`src/rtl/cnn_layer_accel_seq_loader.sv`:
```
// cnn_layer_accel_seq_loader: unpacks 128-bit network packets into 16-bit words
// and writes exactly cfg_num_words of them to the sequence BRAM from address 0.
module cnn_layer_accel_seq_loader #(
   parameter int C_PACKET_WIDTH    = 128,
   parameter int C_SEQ_DATA_WIDTH  = 16,
   parameter int C_BRAM_DEPTH      = 512,
   localparam int C_LOG2_BRAM_DEPTH = $clog2(C_BRAM_DEPTH)
) (
   input  logic                          i_network_clk,
   input  logic                          i_network_rst,
   input  logic                          i_start,
   input  logic [C_LOG2_BRAM_DEPTH:0]    i_cfg_num_words,
   output logic                          o_busy,
   output logic                          o_done,
   input  logic                          i_from_network_valid,
   output logic                          o_from_network_accept,
   input  logic [C_PACKET_WIDTH-1:0]     i_from_network_payload,
   output logic                          o_seq_wren,
   output logic [C_LOG2_BRAM_DEPTH-1:0]  o_seq_addr,
   output logic [C_SEQ_DATA_WIDTH-1:0]   o_seq_data,
   input  logic                          i_seq_accept
);
   localparam int L = C_LOG2_BRAM_DEPTH;
   localparam logic [L:0] ONE   = {{L{1'b0}}, 1'b1};
   localparam logic [L:0] DEPTH = (L+1)'(C_BRAM_DEPTH);
   typedef enum logic [1:0] {IDLE, LOAD, DONE} state_t;
   state_t                      r_state;
   logic [C_PACKET_WIDTH-1:0]   r_hold;
   logic                        r_hold_vld;
   logic                        r_done;
   logic [2:0]                  r_idx;
   logic [L-1:0]                r_addr;
   logic [L:0]                  r_rem;
   logic [C_SEQ_DATA_WIDTH-1:0] w_word [8];
   logic [3:0]                  w_buffered;
   logic [L:0]                  w_cfg_clamp;
   logic                        w_wr;
   logic                        w_last;
   logic                        w_take;
   logic                        w_pkts_needed;
   // word0 sits in the most significant slice of the payload
   for (genvar i = 0; i < 8; i++) begin : g_word
      assign w_word[i] = r_hold[C_PACKET_WIDTH-1-i*C_SEQ_DATA_WIDTH -: C_SEQ_DATA_WIDTH];
   end
   assign w_buffered            = r_hold_vld ? 4'd8 - {1'b0, r_idx} : 4'd0;
   assign w_pkts_needed         = r_rem > {{(L-3){1'b0}}, w_buffered};
   assign w_wr                  = r_hold_vld & i_seq_accept;
   assign w_last                = w_wr & ((r_idx == 3'd7) | (r_rem == ONE));
   assign w_cfg_clamp           = (i_cfg_num_words > DEPTH) ? DEPTH : i_cfg_num_words;
   assign o_from_network_accept = (r_state == LOAD) & w_pkts_needed & (~r_hold_vld | w_last);
   assign w_take                = i_from_network_valid & o_from_network_accept;
   assign o_busy                = (r_state == LOAD);
   assign o_done                = r_done;
   assign o_seq_wren            = r_hold_vld;
   assign o_seq_addr            = r_addr;
   assign o_seq_data            = w_word[r_idx];
   always_ff @(posedge i_network_clk or posedge i_network_rst) begin
      if (i_network_rst) begin
         r_state    <= IDLE;
         r_hold     <= '0;
         r_hold_vld <= 1'b0;
         r_done     <= 1'b0;
         r_idx      <= '0;
         r_addr     <= '0;
         r_rem      <= '0;
      end else begin
         r_done <= 1'b0;
         case (r_state)
            IDLE: if (i_start) begin
               if (i_cfg_num_words == '0) r_done <= 1'b1;
               else begin
                  r_state    <= LOAD;
                  r_rem      <= w_cfg_clamp;
                  r_addr     <= '0;
                  r_idx      <= '0;
                  r_hold_vld <= 1'b0;
               end
            end
            LOAD: begin
               if (w_wr) begin
                  r_addr <= r_addr + 1'b1;
                  r_idx  <= r_idx + 1'b1;
                  r_rem  <= r_rem - 1'b1;
               end
               // a new packet refills the register in the same cycle the last word leaves
               if (w_take) begin
                  r_hold     <= i_from_network_payload;
                  r_hold_vld <= 1'b1;
                  r_idx      <= '0;
               end else if (w_last) r_hold_vld <= 1'b0;
               if (w_wr && r_rem == ONE) begin
                  r_state <= DONE;
                  r_done  <= 1'b1;
               end
            end
            DONE:    r_state <= IDLE;
            default: r_state <= IDLE;
         endcase
      end
   end
endmodule

```
`config.mk`:
```
export PLATFORM = sky130hd
export DESIGN_NAME = cnn_layer_accel_seq_loader
export DESIGN_NICKNAME = d
export VERILOG_FILES = /design/src/rtl/cnn_layer_accel_seq_loader.sv
export SDC_FILE = /design/constraint.sdc
export NUM_CORES = 1
export LEC_CHECK = 0
export ABC_AREA = 0
export CELL_PAD_IN_SITES_DETAIL_PLACEMENT = 1
export CELL_PAD_IN_SITES_GLOBAL_PLACEMENT = 2
export CORE_UTILIZATION = 39
export CTS_BUF_LIST = sky130_fd_sc_hd__clkbuf_8
export DETAILED_ROUTE_END_ITERATION = 16
export PLACE_DENSITY = 0.89
export SLEW_MARGIN = 15
export SYNTH_ARGS = -nofsm -noshare
export SYNTH_HDL_FRONTEND = slang
export SYNTH_SLANG_ARGS = --single-unit
```
`constraint.sdc`:
```
create_clock -name i_network_clk -period 8.1 [get_ports i_network_clk]
set_input_delay 0.81 -clock i_network_clk [delete_from_list [all_inputs] [get_ports i_network_clk]]
set_output_delay 0.81 -clock i_network_clk [all_outputs]
set_load 0.005 [all_outputs]
```
==> run metrics <==
status=complete, no violations; maximum clock rate=0.216 GHz; combinational share of power=46.7%; HP Class=reg2reg; Layout Utilization=51.8%; Async SR Flop Fraction=100%; largest net degree at the start of global routing=84; Clock power frac=16.3%; Fin Setup TNS=0 ns; Critical Path RT=around 8.5 ns; synthesized net count=roughly 700; fin area=~10000 µm²; CP Class=reg2reg; Max H-tree Level=4; post-route setup slack=3.46 ns; Clock Sinks=154; Clock Skew=0.00972 ns; non-filler cells in the finished layout=between 900 and 1k; share of the synthesized area in the top cell type=49.3%; DRC Markers=0; total number of yosys warnings=0; Mapped Area=7820 µm²; Area after DPL=9690 µm²; Critical Path AT=about 5.0 ns; sw frac=32.4%; layout cell share with drive strength beyond 1=a little over 30%; share of power burned in registers=37.0%; largest cells by area after synthesis=dfrtp_1, mux2_4, mux4_2; # hold bufs at CTS=0; P per Cell Area=between 300 and 400 nW/µm²; Critical Path Sink Type=flop; net switching power=~1.3 mW; unrepaired setup endpoints after global routing=no; die span in y=144 µm; Place WS=3.50 ns; initial antenna violation count=1; crit share post-route=a little under three fifths; Setup Fix Bufs, Post-CTS=0; Top FF cell, synth=dfrtp_1; pin slew with the least headroom to its limit=1.17 ns; Die ar.=20600 µm²; CP startpoint kind=flop; Post-synth EDFFs=0; router iterations before antenna repair=4; Slew Viols, Final=0; core area=19500 µm²; number of DRC markers in iteration 0=259; Power Total=3.88 mW; post-synthesis cell type count=just over 40; Final ANT Viol Nets=0; CTS tree=yes; routability-driven placement congestion ratio=between 0.8 and 0.9; clock latency on the worst-skew pair=0.47 ns; routed wire length=around 21000 µm; vias in the first global route=between 5k and 6k; synthesized netlist cell count=531; final setup fails=0; synthesized area per cell=14.7 µm²; flops & latches, synth=154; via/cell ratio=5.26; Int Pwr=around 2.6 mW; Synth area leader=dfrtp_1; DP HPWL=14700 µm; initial core utilization=40.0%; Via Count=between 5k and 6k; total CTS buffers=17; WL/cell=21.1 µm; maximum fanout along the worst path=72; Final Critical Period=roughly 4.6 ns; Port Buffers=171; VDD IR max=about 180 µV; Ports=172; buffers from clock root to sink, at most=2; CTS resizes=0; GRT Overall Usage=between 20% and 30%; register area share after synthesis=around half; MaxCap Viol Count=0; Final Hold Fails=0; die width=144 µm; worst hold slack=0.509 ns; Clock Root Buffer=clkbuf_8; Area Overhead vs Synth=29.4%; post-layout net count=846; Rows=roughly 50; slew margin rel.=a little over a fifth; Clk pin slew, worst setup/hold paths=0.08 ns; Leak Pwr=4.44 nW; gr ovfl total=0; global-route wire length before repair=between 30000 and 40000 µm; Placed Cells=939
## routing by layer
metal,global-route usage [%],share of wire [%],up-vias
li1,-,-,2285
met1,24.7,39,2630
met2,37.1,51,160
met3,6.76,6.4,39
met4,9.35,2.9,0
met5,0,0,-
## logic make-up after synthesis
family	share of synthesized area (%)
AO/OA/AOI/OAI	3.68
adder cells (fa/ha/maj)	1.60
XOR/XNOR	0.448
flip-flops	49.3
buffers and inverters	3.20
multiplexers	35.2
AND/OR/NAND/NOR	6.58
## layout make-up
type | instances | area (µm²)
fillers | 1972 | 9410
flip-flops and latches | 154 | 3860
clock buffers | 19 | 262
well taps | 265 | 332
repair buffers | 174 | 1750
inverters | 8 | 35.0
diodes | 1 | 2.50
clock inverters | 13 | 168
multi-input cells | 338 | 3720
## critical path: stages (launching register included)
cell and delay, ns:
dfrtp_2 0.76, or4b_2 0.81, ha_1 0.35, a21oi_1 0.16
nand3_1 0.09, a21oi_1 0.40, or2_4 0.95, buf_12 0.48
mux2_2 0.40
## registers in the layout (all words and copies together) (netlist names)
| name | flops |
|---|---|
| o_done | 1 |
| o_seq_addr | 9 |
| o_seq_wren | 1 |
| r_hold | 128 |
| r_idx | 3 |
| r_rem | 10 |
| r_state | 2 |
## path summary, 6_finish.rpt
path | startpoint | to | slack (ns) | cells after the start
max reg2reg | r_idx[1]$_DFFE_PP0P_ | r_hold[53]$_DFFE_PP0P_ | 3.46 | 8
max | r_idx[1]$_DFFE_PP0P_ | r_hold[53]$_DFFE_PP0P_ | 3.46 | 8
min in group asynchronous | i_network_rst | r_rem[0]$_DFFE_PP0P_ | 0.87 | 2
min reg2reg | r_hold[46]$_DFFE_PP0P_ | r_hold[46]$_DFFE_PP0P_ | 0.51 | 1
min | r_hold[46]$_DFFE_PP0P_ | r_hold[46]$_DFFE_PP0P_ | 0.51 | 1
max in group asynchronous | i_network_rst | r_hold[88]$_DFFE_PP0P_ | 5.82 | 3
## power groups by stage
stage	Sequential [mW]	Clock, mW	Combinational [mW]
after floorplan	1.31	0	1.40
after global placement	1.41	0	1.76
after detailed placement	1.43	0	1.83
after CTS	1.43	0.652	1.84
after global routing	1.48	0.683	1.95
final	1.43	0.631	1.81
## synthesized netlist by cell type, types with 6 or more instances
cell,instances
dfrtp_1,154
clkbuf_1,13
nand4_1,7
o21ai_0,18
nand3_1,11
inv_1,8
nor3_1,6
a31oi_1,6
nand2_1,25
ha_1,10
nor2_1,24
mux2_2,35
a21oi_1,13
mux2_4,109
mux4_2,32
buf_6,13
## layout by cell type (no fill, tap or decap), types with 3 or more instances in the layout
cell type / count
a31oi_1: 6
a21oi_1: 12
ha_1: 10
clkinvlp_4: 4
clkdlybuf4s50_1: 171
or3_1: 4
mux4_2: 32
or4_1: 3
nand4_1: 7
inv_6: 4
nor3_1: 6
nor2_1: 24
mux2_4: 109
clkbuf_8: 19
bufinv_16: 3
and3_1: 3
o211ai_1: 3
nand2_1: 25
nand3_1: 11
o21ai_0: 18
mux2_2: 35
and2_1: 3
dfrtp_1: 152
inv_1: 8
No activity file was read; power rests on OpenSTA's default activity.
